==> config.mk <==
export PLATFORM = sky130hd
export DESIGN_NAME = hazard_sequencer
export DESIGN_NICKNAME = d
export VERILOG_FILES = /design/src/rtl/hazard_sequencer.sv
export SDC_FILE = /design/constraint.sdc
export NUM_CORES = 1
export LEC_CHECK = 0
export BUFFER_PORTS_ARGS = -buffer_cell sky130_fd_sc_hd__buf_2
export CAP_MARGIN = 15
export CORE_MARGIN = 8
export CORE_UTILIZATION = 40
export DETAILED_ROUTE_END_ITERATION = 6
export PLACE_DENSITY = 0.66
export SETUP_SLACK_MARGIN = 0.15
export SLEW_MARGIN = 30
export SYNTH_ARGS = -nofsm -noshare
export SYNTH_HDL_FRONTEND = slang
export SYNTH_SLANG_ARGS = --single-unit
==> constraint.sdc <==
create_clock -name clk_i -period 1.95 [get_ports clk_i]
set_clock_uncertainty 0.1 [all_clocks]
set_input_delay 0.195 -clock clk_i [delete_from_list [all_inputs] [get_ports clk_i]]
set_output_delay 0.195 -clock clk_i [all_outputs]
set_load 0.05 [all_outputs]
==> src/rtl/hazard_sequencer.sv <==
// Pipeline sequencer: load-use stall, branch flush, memory-wait freeze
// with a timeout watchdog and a saturating stall-cycle counter.
module hazard_sequencer #(
   parameter int MEM_TIMEOUT = 16,
   parameter int CNT_W       = 32
) (
   input  logic             clk_i,
   input  logic             rst_i,
   input  logic [4:0]       ID_rs1_i,
   input  logic [4:0]       ID_rs2_i,
   input  logic [4:0]       EX_rd_i,
   input  logic             EX_MemRead_i,
   input  logic             ID_Branch_i,
   input  logic             ID_BranchTaken_i,
   input  logic             mem_req_i,
   input  logic             mem_ack_i,
   output logic             PCWrite_o,
   output logic             IFID_Write_o,
   output logic             IFID_Flush_o,
   output logic             NoOp_o,
   output logic             IDEX_Write_o,
   output logic             EXMEM_Write_o,
   output logic             MEMWB_Bubble_o,
   output logic             fault_o,
   output logic [CNT_W-1:0] stall_cnt_o
);

   localparam int WW = $clog2(MEM_TIMEOUT + 1);

   typedef enum logic [1:0] {
      RUN,
      MEM_WAIT,
      FAULT
   } state_t;

   state_t        state;
   logic [WW-1:0] wait_cnt;
   logic          memfrz;
   logic          lu;
   logic          br;

   assign memfrz = mem_req_i & ~mem_ack_i;
   assign lu     = EX_MemRead_i & (EX_rd_i != 5'd0) &
                   ((EX_rd_i == ID_rs1_i) | (EX_rd_i == ID_rs2_i));
   assign br     = ID_Branch_i & ID_BranchTaken_i;

   always_comb begin
      PCWrite_o      = 1'b1;
      IFID_Write_o   = 1'b1;
      IFID_Flush_o   = 1'b0;
      NoOp_o         = 1'b0;
      IDEX_Write_o   = 1'b1;
      EXMEM_Write_o  = 1'b1;
      MEMWB_Bubble_o = 1'b0;
      if (rst_i) begin
         PCWrite_o      = 1'b0;
         IFID_Write_o   = 1'b0;
         NoOp_o         = 1'b1;
         IDEX_Write_o   = 1'b0;
         EXMEM_Write_o  = 1'b0;
         MEMWB_Bubble_o = 1'b1;
      end else if (state == FAULT || memfrz) begin
         PCWrite_o      = 1'b0;
         IFID_Write_o   = 1'b0;
         IDEX_Write_o   = 1'b0;
         EXMEM_Write_o  = 1'b0;
         MEMWB_Bubble_o = 1'b1;
      end else if (lu) begin
         // a branch waiting behind the load is re-evaluated next cycle
         PCWrite_o    = 1'b0;
         IFID_Write_o = 1'b0;
         NoOp_o       = 1'b1;
      end else if (br) begin
         IFID_Flush_o = 1'b1;
      end
   end

   always_ff @(posedge clk_i) begin
      if (rst_i) begin
         state       <= RUN;
         wait_cnt    <= '0;
         fault_o     <= 1'b0;
         stall_cnt_o <= '0;
      end else begin
         case (state)
            RUN: begin
               if (memfrz) begin
                  state    <= MEM_WAIT;
                  wait_cnt <= WW'(1);
               end
            end
            MEM_WAIT: begin
               if (!memfrz) begin
                  state    <= RUN;
                  wait_cnt <= '0;
               end else if (wait_cnt == WW'(MEM_TIMEOUT)) begin
                  state   <= FAULT;
                  fault_o <= 1'b1;
               end else begin
                  wait_cnt <= wait_cnt + WW'(1);
               end
            end
            FAULT: begin
               fault_o <= 1'b1;
            end
            default: begin
               state    <= RUN;
               wait_cnt <= '0;
            end
         endcase
         if (!PCWrite_o && !(&stall_cnt_o))
            stall_cnt_o <= stall_cnt_o + CNT_W'(1);
      end
   end

endmodule

Yosys cells after proc, flatten, opt, wreduce, memory -nomap -nowiden
Index checks and enable logic that the tools add are counted.
{"block": "totals", "reg_bits": 40, "in_bits": 22, "out_inout_bits": 40, "wordCells": 59}
{"block": "classes", "n_addsub": 2, "n_eq_ne": 10, "n_mux": 25, "bitwise_logic": 7, "reduce_logical": 11}
{"op": "$add 32x1->32 const B", "n": 1}
{"op": "$reduce_and 32->1", "n": 1}
{"op": "$mux 1", "n": 16}
{"op": "$mux 5", "n": 3}
{"op": "$pmux 5 s3", "n": 1}
{"op": "$eq 5x5->1", "n": 2}
{"op": "$reduce_and 3->1", "n": 3}
{"op": "$mux 2", "n": 3}
{"op": "$ne 2x2->1 const B", "n": 3}
{"op": "$ne 3x3->1 const B", "n": 2}
{"op": "$pmux 2 s3", "n": 1}
{"op": "$add 5x1->5 const B", "n": 1}
{"op": "$eq 5x5->1 const B", "n": 1}
{"op": "$reduce_bool 5->1", "n": 1}
{"op": "$and 1x1->1", "n": 4}
{"op": "$eq 2x1->1 const B", "n": 1}
{"op": "$eq 2x2->1 const B", "n": 1}
{"op": "$logic_not 1->1", "n": 2}
{"op": "$logic_not 2->1", "n": 1}
{"op": "$not 1->1", "n": 2}
{"op": "$pmux 1 s2", "n": 1}
{"op": "$reduce_bool 2->1", "n": 1}
{"op": "$logic_and 1x1->1", "n": 1}
{"op": "$logic_or 1x1->1", "n": 1}
{"op": "$or 1x1->1", "n": 1}

Depth between registers and ports, before layout
Gate-level depths: netlist (run 1).
{"block": "depth", "word_depth": 8, "mapped_depth": 9, "ltp_nobuf": 8}

Worst setup path before layout (run 1)
No wires, ideal clock.
{"block": "synth_path", "path_kind": "register to output", "start": "reg state[0]", "end": "out IFID_Flush_o", "arrival_ns": 2.275, "slack_ns": -0.620, "path_stages_with_launch": 7, "path_cell_list": "dfxtp_1 nor2b_1 or3_1 a21oi_2 buf_4 buf_4 and3_1"}
{"block": "synth_between", "elab_chain_len": 4}
{"item": "start: declaration", "line": "36", "source": "state_t state;"}
{"item": "start signal: assignment", "line": "80", "source": "state <= RUN;"}
{"item": "start signal: assignment", "line": "88", "source": "state <= MEM_WAIT;"}
{"item": "start signal: assignment", "line": "94", "source": "state <= RUN;"}
{"item": "$eq 2x2->1", "line": "62", "source": "end else if (state == FAULT || memfrz) begin"}
{"item": "$logic_or 1x1->1", "line": "62"}
{"item": "$mux 1", "line": "62"}
{"item": "$mux 1", "line": "55", "source": "if (rst_i) begin"}
{"item": "end: declaration", "line": "19", "source": "output logic IFID_Flush_o,"}
Every way passes these cells.

Worst setup path in the final report (run 1)
{"block": "layout_path", "start": "reg stall_cnt_o[20]", "end": "reg stall_cnt_o[31]"}
{"block": "layout_between", "elab_chain_len": 3, "word_cells_on_any_way": 4, "cone_classes": "add/sub: 1; reduce/logical: 3"}
{"item": "start: declaration", "line": "25", "source": "output logic [CNT_W-1:0] stall_cnt_o"}
{"item": "start signal: assignment", "line": "112", "source": "stall_cnt_o <= stall_cnt_o + CNT_W'(1);"}
{"item": "parallel branches: the longest is 3 deep, another holds $add 32x1->32"}
Parallel ways; which one is timed is not known.
A chain may end at the register's enable or synchronous reset.

==> flow_metrics.env, run 1 <==
export IMPL_worstPathRequired_ns=2.09
export IMPL_gr_total_overflow=0
export IMPL_hold_class="input port to register"
export IMPL_start_util_pct=41.1
export IMPL_via_per_inst=5.63
export IMPL_drt_drc_violations_left=0
export IMPL_run_status="finished with violations"
export IMPL_synth_edf_count=0
export IMPL_clk_pin_slew_worst_paths_ns=0.08
export IMPL_hold_viol_final=0
export IMPL_failed_checks="setup timing"
export IMPL_rsz0062_at_grt="yes"
export IMPL_via_count=2650
export IMPL_fp_row_count=27
export IMPL_fmax_mhz=483
export IMPL_antenna_cells=0
export IMPL_drtAntennaViolNets=0
export IMPL_clock_sinks=40
export IMPL_hold_depth=6
export IMPL_clkLatencyLatePin_ns=0.30
export IMPL_yosysWarnings=0
export IMPL_core_area_um2=5470
export IMPL_seq_area_um2=903
export IMPL_nets=424
export IMPL_multiInputGateArea_um2=1620
export IMPL_final_cell_count_no_fill=471
export IMPL_max_vdd_ir_drop_mv=0.306
export IMPL_crit_path_end_kind="register"
export IMPL_drt_pass1_iterations=4
export IMPL_grt_pass1_vias=2638
export IMPL_dp_hpwl_um=4940
export IMPL_hold_end="state[1]$_SDFFE_PP0P_"
export IMPL_postSynthAreaPerCell_um2=8.27
export IMPL_areaGrowthSynthToFinish_pct=68.4
export IMPL_io_pins=62
export IMPL_grt_pass1_wl_um=12600
export IMPL_final_util_pct=69.2
export IMPL_start_kind="register"
export IMPL_synth_ff_latch_count=40
export IMPL_htree_levels=2
export IMPL_cellLeakagePower_nw=1.47
export IMPL_setup_viol=19
export IMPL_antenna_found_initial=0
export IMPL_drv_slew=0
export IMPL_die_width_um=91.0
export IMPL_fin_crit_ns=2.07
export IMPL_gr_usage_all_layers_pct=18.0
export IMPL_worstPathArrival_ns=2.21
export IMPL_drive_gt1_share_pct=58.6
export IMPL_die_area_um2=8280
export IMPL_nFillCells=422
export IMPL_fin_ws_ns=-0.121
export IMPL_synth_async_sr_flop_share_pct=0
export IMPL_place_gp_congestion=0.776
export IMPL_tightest_slew_ns=0.481
export IMPL_routedWlPerCell_um=16.3
export IMPL_grt_start_max_net_pins=42
export IMPL_rrSetupSlack_ns=-0.12
export IMPL_die_h_um=91.0
export IMPL_io_buffers=61
export IMPL_dp_cells=445
export IMPL_worst_r2r_path_depth=6
export IMPL_cts_tree="done"
export IMPL_hold_start="mem_ack_i"
export IMPL_drtIter0Drc=143
export IMPL_synthesis_nets=297
export IMPL_cp_max_fo=2
export IMPL_rr_startpoint="stall_cnt_o[20]$_SDFFE_PP0P_"
export IMPL_ys_flop_type="dfxtp_1"
export IMPL_critical_path_class="register to register"
export IMPL_cts_buffer_depth=2
export IMPL_numCtsBuffers=5
export IMPL_netlist_area_um2=2250
export IMPL_routed_wl_um=7680
export IMPL_syn_inst=272
export IMPL_power_density_nw_per_um2=429
export IMPL_seq_area_frac_synth_pct=35.6
export IMPL_maxCapViolCount=0
export IMPL_cts_root_buf="clkbuf_8"
export IMPL_max_slew_margin_rel_pct=67.9
export IMPL_synth_cell_types=43
export IMPL_timing_rr_end="stall_cnt_o[31]$_SDFFE_PP0P_"
export IMPL_period_share_pct=106
==> worst max-delay path, stage by stage, from the launching register on <==
cell	delay, ns
dfxtp_4	0.35
nand4_1	0.19
nor3_4	0.26
inv_2	0.06
or4_4	0.49
or4_4	0.43
a21oi_2	0.12
==> cells by family (layout without fill, tap and decap cells) <==
family,after synthesis,after routing,share of synthesized area (%)
fa+ha+maj,3,3,1.67
xor+xnor,14,14,5.45
buf+inv,30,156,6.18
compound gates,71,72,19.9
flops,40,40,35.6
simple gates,112,112,30.2
mux,2,2,1.00
==> how the worst max path moves through the flow <==
stage	from	slack, ns	endpoint	cells after the start
floorplan	stall_cnt_o[17]$_SDFFE_PP0P_	-0.15	stall_cnt_o[31]$_SDFFE_PP0P_	6
global placement	EX_rd_i[1]	-0.18	IFID_Write_o	7
detailed placement	EX_rd_i[1]	-0.21	IFID_Write_o	7
CTS	stall_cnt_o[1]$_SDFFE_PP0P_	-0.03	stall_cnt_o[31]$_SDFFE_PP0P_	9
global route	stall_cnt_o[20]$_SDFFE_PP0P_	-0.16	stall_cnt_o[31]$_SDFFE_PP0P_	6
finish	stall_cnt_o[20]$_SDFFE_PP0P_	-0.12	stall_cnt_o[31]$_SDFFE_PP0P_	6
==> synth_stat cells, types with 2 or more instances <==
cell type / count / area [um^2]
dfxtp_1: 40 / 801
a21oi_1: 31 / 155
or4_1: 26 / 195
o31ai_1: 23 / 173
nand3_1: 17 / 85.1
nand2_1: 15 / 56.3
nor2_1: 15 / 56.3
inv_1: 12 / 45.0
xnor2_1: 11 / 96.3
clkbuf_1: 8 / 30.0
nand4_1: 8 / 50.1
buf_4: 6 / 45.0
nor2b_1: 6 / 37.5
o21ai_0: 5 / 25.0
o41ai_1: 4 / 35.0
or3_1: 4 / 25.0
buf_2: 3 / 15.0
ha_1: 3 / 37.5
or4b_2: 3 / 30.0
xor2_1: 3 / 26.3
and2_1: 2 / 12.5
and3_1: 2 / 12.5
mux2_2: 2 / 22.5
nand2b_1: 2 / 12.5
nor3b_1: 2 / 15.0
nor4_1: 2 / 12.5
==> state kept, by name, summed over array words and instances (netlist names) <==
register	count
stall_cnt_o	32
fault_o	1
wait_cnt	5
state	2
==> placed cells by master, fill, tap and decap left out, types with 3 or more instances in the layout <==
cell type,n
buf_4,61
buf_2,55
a21oi_1,26
dfxtp_4,25
or4_1,21
o31ai_1,20
nor2_1,12
nand2_1,11
nand3_1,11
buf_6,11
inv_1,10
nand4_1,8
dfxtp_1,8
xnor2_1,7
dfxtp_2,7
nor2b_1,5
or4_4,5
a21oi_2,5
clkbuf_8,5
buf_12,5
xnor2_2,4
o21ai_0,4
nand3_2,3
xor2_1,3
nand2_2,3
nand3_4,3
nor2_4,3
==> metrics by stage <==
| step | power (mW) | hold WS (ns) | cell area, um^2 | setup WS (ns) | TNS, ns |
|---|---|---|---|---|---|
| floorplan | 0.995 | 0.307 | 2500 | -0.150 | -0.433 |
| global placement | 1.06 | 0.366 | 3200 | -0.177 | -1.37 |
| detailed placement | 1.07 | 0.357 | 3200 | -0.207 | -2.15 |
| CTS | 1.62 | 0.364 | 3630 | -0.0275 | -0.121 |
| global route | 1.69 | 0.380 | 3790 | -0.158 | -2.37 |
| finish | 1.62 | 0.354 | 3790 | -0.121 | -0.561 |
==> repair_timing <==
action,in CTS,in global routing
hold endpoints to repair,0,0
gates cloned,2,1
setup endpoints to repair,38,42
hold buffers,0,0
pin swaps,21,8
buffers inserted,15,1
resized for setup,45,31
==> per-layer routing <==
layer  vias to the layer above  part of all wire (%)  global-route usage, %
met2                        58                    53                   31.8
li1                       1293                     -                      -
met5                         -                     0                      0
met4                         0                   1.5                   5.87
met1                      1286                    40                   20.4
met3                        13                   5.4                   5.19
==> where the power goes <==
group / internal, mW / switching, mW
Clock: 0.237 / 0.292
Combinational: 0.125 / 0.164
Sequential: 0.793 / 0.0131
==> layout make-up <==
cell class	instances	area share, %
clock inverters	2	0.198
flip-flops and latches	40	23.9
well taps	72	2.38
repair buffers	136	27.5
inverters	13	1.39
clock buffers	5	1.82
multi-input cells	203	42.8
(Power assumes the default switching activity.)
==> run 2, diff against run 1 <==
SKIP_CTS_REPAIR_TIMING = 1   (was unset)
==> flow_metrics.env, run 2 (synthesis gave the netlist of run 1 again) <==
export IMPL_dp_cells=445
export IMPL_die_area_um2=8280
export IMPL_cts_root_buf="clkbuf_8"
export IMPL_run_status="finished with violations"
export IMPL_critical_path_max_stage_delay_ns=0.49
export IMPL_cts_buffer_depth=2
export IMPL_fin_crit_ns=2.08
export IMPL_final_cell_count_no_fill=462
export IMPL_max_slew_margin_rel_pct=68.9
export IMPL_rsz0062_at_grt="yes"
export IMPL_regMostFlops="stall_cnt_o"
export IMPL_fp_row_count=27
export IMPL_hold_viol_final=0
export IMPL_nets=415
export IMPL_grt_start_max_net_pins=42
export IMPL_critical_path_class="register to register"
export IMPL_hold_class="input port to register"
export IMPL_period_share_pct=106
export IMPL_drv_slew=0
export IMPL_start_util_pct=41.1
export IMPL_cellLeakagePower_nw=1.39
export IMPL_drt_pass1_iterations=4
export IMPL_cp_common_cell="or4_4"
export IMPL_fin_ws_ns=-0.126
export IMPL_pwr_share_clk_pct=32.7
export IMPL_core_area_um2=5470
export IMPL_cts_tree="done"
export IMPL_gr_total_overflow=0
export IMPL_antenna_found_initial=0
export IMPL_largestRegisters="stall_cnt_o: 32 flops, wait_cnt: 5 flops, state: 2 flops"
export IMPL_hold_end="state[1]$_SDFFE_PP0P_"
export IMPL_die_h_um=91.0
export IMPL_worstPathArrival_ns=2.21
export IMPL_power_mw=1.62
export IMPL_failed_checks="setup timing"
export IMPL_grt_pass1_wl_um=11200
export IMPL_start_kind="register"
export IMPL_cp_cell_sequence="nand4_4 > nor3_4 > inv_2 > or4_4 > or4_4 > a21oi_2"
export IMPL_drt_drc_violations_left=0
export IMPL_final_cell_mix="buf_4 (57), buf_2 (55), a21oi_1 (27)"
export IMPL_drive_gt1_share_pct=54.6
export IMPL_rrSetupSlack_ns=-0.13
export IMPL_gr_usage_all_layers_pct=15.9
export IMPL_cp_max_fo=4
export IMPL_slowest_stage="or4_4"
export IMPL_seqPwrFrac_pct=49.6
export IMPL_routed_wl_um=7200
export IMPL_largest_reg_flops=32
export IMPL_rr_startpoint="stall_cnt_o[13]$_SDFFE_PP0P_"
export IMPL_nFillCells=441
export IMPL_fmax_mhz=482
export IMPL_worst_r2r_path_depth=6
export IMPL_final_util_pct=66.1
export IMPL_io_pins=62
export IMPL_cpLargestDelayFamily="simple AND/OR/NAND/NOR gates"
export IMPL_final_common_cell="buf_4"
export IMPL_hold_depth=6
export IMPL_die_width_um=91.0
export IMPL_pwr_share_comb_pct=17.8
export IMPL_antenna_cells=0
export IMPL_crit_path_end_kind="register"
export IMPL_grt_pass1_vias=2372
export IMPL_numCtsBuffers=5
export IMPL_switchingPower_uw=467
export IMPL_hold_ws_ns=0.359
export IMPL_timing_rr_end="stall_cnt_o[31]$_SDFFE_PP0P_"
export IMPL_critical_path_buf_inv_count=1
export IMPL_internal_power_mw=1.16
export IMPL_setup_viol=8
export IMPL_p_sw_share_pct=28.8
export IMPL_clock_sinks=40
export IMPL_worstPathRequired_ns=2.09
export IMPL_drtIter0Drc=140
export IMPL_htree_levels=2
export IMPL_dp_hpwl_um=4940
export IMPL_drtAntennaViolNets=0
export IMPL_tightest_slew_ns=0.467
export IMPL_clkLatencyLatePin_ns=0.30
export IMPL_hold_start="mem_ack_i"
export IMPL_place_gp_congestion=0.776
export IMPL_power_density_nw_per_um2=449
export IMPL_via_per_inst=5.47
export IMPL_io_buffers=61
export IMPL_via_count=2529
export IMPL_routedWlPerCell_um=15.6
export IMPL_max_vdd_ir_drop_mv=0.306
export IMPL_maxCapViolCount=0
export IMPL_areaGrowthSynthToFinish_pct=60.9
export IMPL_clk_pin_slew_worst_paths_ns=0.08
[run 2: changes by cell type in the layout (fill, tap and decap cells not counted), sizes merged]
cell	delta
buf	-11
clkbuf	+3
o21ai	-1
[run 2: worst register-to-register path, stage by stage, from the launching register on]
cell	delay, ns
dfxtp_4	0.37
nand4_4	0.16
nor3_4	0.28
inv_2	0.07
or4_4	0.49
or4_4	0.42
a21oi_2	0.12
[run 2: cell type report]
type	instances	area (um^2)	share of cell area, %
Clock inverter	2	7.51	0.207
Tap cell	72	90.1	2.49
Multi-Input combinational cell	202	1540	42.5
Clock buffer	5	68.8	1.90
Timing Repair Buffer	128	958	26.5
Sequential cell	40	902	24.9
Inverter	13	52.6	1.45
[run 2: stage by stage]
step	setup TNS, ns	worst slack, ns	cell area, um^2
final	-0.329	-0.126	3620
after floorplan	-0.433	-0.150	2500
after CTS	-1.34	-0.269	3280
after global placement	-1.37	-0.177	3200
after global routing	-1.66	-0.175	3620
after detailed placement	-2.15	-0.207	3200
[run 2: worst max-delay path by stage]
| stage | cells after the start | start | endpoint |
|---|---|---|---|
| after floorplan | 6 | stall_cnt_o[17]$_SDFFE_PP0P_ | stall_cnt_o[31]$_SDFFE_PP0P_ |
| after global placement | 7 | EX_rd_i[1] | IFID_Write_o |
| after detailed placement | 7 | EX_rd_i[1] | IFID_Write_o |
| after CTS | 5 | state[1]$_SDFFE_PP0P_ | IFID_Write_o |
| after global routing | 6 | stall_cnt_o[13]$_SDFFE_PP0P_ | stall_cnt_o[31]$_SDFFE_PP0P_ |
| final | 6 | stall_cnt_o[13]$_SDFFE_PP0P_ | stall_cnt_o[31]$_SDFFE_PP0P_ |
[run 2: per-layer routing]
metal	vias up	part of all wire [%]	global-route usage [%]
li1	1266	-	-
met1	1216	42	18.6
met2	38	52	27.3
met3	9	4.6	4.03
met4	0	1.2	5.73
met5	-	0	0
[run 2: power groups by stage]
stage	Combinational, mW	Clock, mW	Sequential (mW)
after floorplan	0.154	0	0.841
after global placement	0.241	0	0.823
after detailed placement	0.244	0	0.824
after CTS	0.244	0.542	0.805
after global routing	0.309	0.579	0.806
final	0.288	0.531	0.805
==> run 3, diff against run 2 <==
CORE_ASPECT_RATIO = 0.8   (was unset)
CTS_BUF_LIST = sky130_fd_sc_hd__clkbuf_16   (was unset)
==> flow_metrics.env, run 3 (synthesis gave the netlist of run 1 again) <==
export IMPL_run_status="finished with violations"
export IMPL_failed_checks="setup timing"
export IMPL_cts_tree="done"
export IMPL_clk_pin_slew_worst_paths_ns=0.06
export IMPL_largest_reg_flops=32
export IMPL_routed_wl_um=6800
export IMPL_rr_startpoint="stall_cnt_o[24]$_SDFFE_PP0P_"
export IMPL_fp_row_count=24
export IMPL_drtIter0Drc=117
export IMPL_antenna_found_initial=0
export IMPL_largestRegisters="stall_cnt_o: 32 flops, wait_cnt: 5 flops, state: 2 flops"
export IMPL_htree_levels=2
export IMPL_worstPathArrival_ns=2.18
export IMPL_start_util_pct=41.4
export IMPL_timing_rr_end="stall_cnt_o[31]$_SDFFE_PP0P_"
export IMPL_routed_wl_met2_um=3210
export IMPL_slowest_stage="or4_4"
export IMPL_hold_class="input port to register"
export IMPL_maxCapViolCount=0
export IMPL_gr_usage_all_layers_pct=15.1
export IMPL_die_h_um=83.1
export IMPL_power_mw=1.99
export IMPL_clock_sinks=40
export IMPL_regMostFlops="stall_cnt_o"
export IMPL_fmax_mhz=484
export IMPL_drt_drc_violations_left=0
export IMPL_clkLatencyLatePin_ns=0.28
export IMPL_grt_pass1_vias=2313
export IMPL_cp_max_fo=3
export IMPL_hold_end="state[0]$_SDFFE_PP0P_"
export IMPL_routedWlPerCell_um=14.7
export IMPL_max_slew_margin_rel_pct=70.0
export IMPL_critical_path_class="register to register"
export IMPL_tightest_slew_ns=0.450
export IMPL_cts_buffer_depth=2
export IMPL_io_buffers=61
export IMPL_grt_pass1_wl_um=10500
export IMPL_areaGrowthSynthToFinish_pct=60.8
export IMPL_worst_r2r_path_depth=6
export IMPL_numCtsBuffers=5
export IMPL_gr_total_overflow=0
export IMPL_critical_path_max_stage_delay_ns=0.54
export IMPL_worstPathRequired_ns=2.06
export IMPL_cp_cell_sequence="nand4_1 > nor2_1 > nand2_1 > or4_4 > or4_4 > a21oi_2"
export IMPL_hold_start="rst_i"
export IMPL_hold_viol_final=0
export IMPL_wl_met3_um=448
export IMPL_drt_pass1_iterations=4
export IMPL_rrSetupSlack_ns=-0.12
export IMPL_rsz0062_at_grt="yes"
export IMPL_crit_path_end_kind="register"
export IMPL_power_density_nw_per_um2=550
export IMPL_drtAntennaViolNets=0
export IMPL_wl_met1_um=3040
export IMPL_final_util_pct=66.5
export IMPL_drv_slew=0
export IMPL_grt_start_max_net_pins=42
export IMPL_start_kind="register"
export IMPL_antenna_cells=0
export IMPL_io_pins=62
export IMPL_final_cell_mix="buf_2 (55), buf_4 (49), a21oi_1 (29)"
export IMPL_hold_depth=3
export IMPL_cts_root_buf="clkbuf_16"
export IMPL_place_gp_congestion=0.761
export IMPL_max_vdd_ir_drop_mv=0.365
export IMPL_via_per_inst=5.53
export IMPL_period_share_pct=106
export IMPL_final_common_cell="buf_2"
export IMPL_setup_viol=3
export IMPL_die_area_um2=8290
export IMPL_top_layer_used="met4"
export IMPL_via_count=2548
export IMPL_nets=407
export IMPL_cp_common_cell="or4_4"
export IMPL_fin_crit_ns=2.07
export IMPL_die_width_um=99.8
export IMPL_cellLeakagePower_nw=1.42
export IMPL_fin_ws_ns=-0.116
export IMPL_dp_hpwl_um=4750
export IMPL_core_area_um2=5440
export IMPL_drive_gt1_share_pct=53.3
## run 3: cell types whose count changed in the layout (fill, tap and decap cells not counted), sizes merged
cell    previous run  this run
clkinv             2         1
clkbuf             8         5
o21ai              6         7
bufinv             0         1
buf              125       119
inv               12        13
## run 3: worst max-delay path: cells and delay by family, from the launching register on
kind,cells,cell delay (ns)
flip-flops,1,0.35
AND/OR/NAND/NOR,5,1.42
AO/OA/AOI/OAI,1,0.13
## run 3: cell type report
| cell class | count | area (um^2) |
|---|---|---|
| clock buffers | 5 | 125 |
| clock inverters | 3 | 38.8 |
| fillers | 445 | 1820 |
| inverters | 13 | 52.6 |
| multi-input cells | 203 | 1560 |
| flip-flops and latches | 40 | 902 |
| well taps | 78 | 97.6 |
| repair buffers | 119 | 843 |
## run 3: worst max path at each step
stage / startpoint / endpoint / cells after the start
detailed placement: EX_rd_i[2] / stall_cnt_o[5]$_SDFFE_PP0P_ / 8
global placement: EX_rd_i[1] / stall_cnt_o[5]$_SDFFE_PP0P_ / 8
CTS: state[1]$_SDFFE_PP0P_ / IFID_Flush_o / 5
floorplan: stall_cnt_o[17]$_SDFFE_PP0P_ / stall_cnt_o[31]$_SDFFE_PP0P_ / 6
global route: stall_cnt_o[24]$_SDFFE_PP0P_ / stall_cnt_o[31]$_SDFFE_PP0P_ / 6
finish: stall_cnt_o[24]$_SDFFE_PP0P_ / stall_cnt_o[31]$_SDFFE_PP0P_ / 6
## run 3: per-stage QoR
stage	cells	cell area, um^2	hold WS [ns]	setup WS [ns]	setup TNS [ns]
5_1_grt	461	3610	0.414	-0.210	-0.772
2_1_floorplan	272	2500	0.307	-0.150	-0.433
3_5_place_dp	444	3160	0.374	-0.195	-3.93
3_3_place_gp	444	3160	0.365	-0.112	-1.73
6_report	461	3610	0.390	-0.116	-0.153
4_1_cts	452	3320	0.374	-0.170	-0.714
## run 3: metal layers
| layer | track usage [%] | vias to the layer above |
|---|---|---|
| met5 | 0 | - |
| met4 | 5.90 | 0 |
| li1 | - | 1265 |
| met3 | 5.58 | 10 |
| met1 | 18.5 | 1203 |
| met2 | 23.2 | 70 |
## run 3: report_power, final
part / switching, mW / total [mW] / internal [mW]
Sequential: 0.0127 / 0.807 / 0.794
Combinational: 0.156 / 0.269 / 0.113
Clock: 0.315 / 0.911 / 0.596
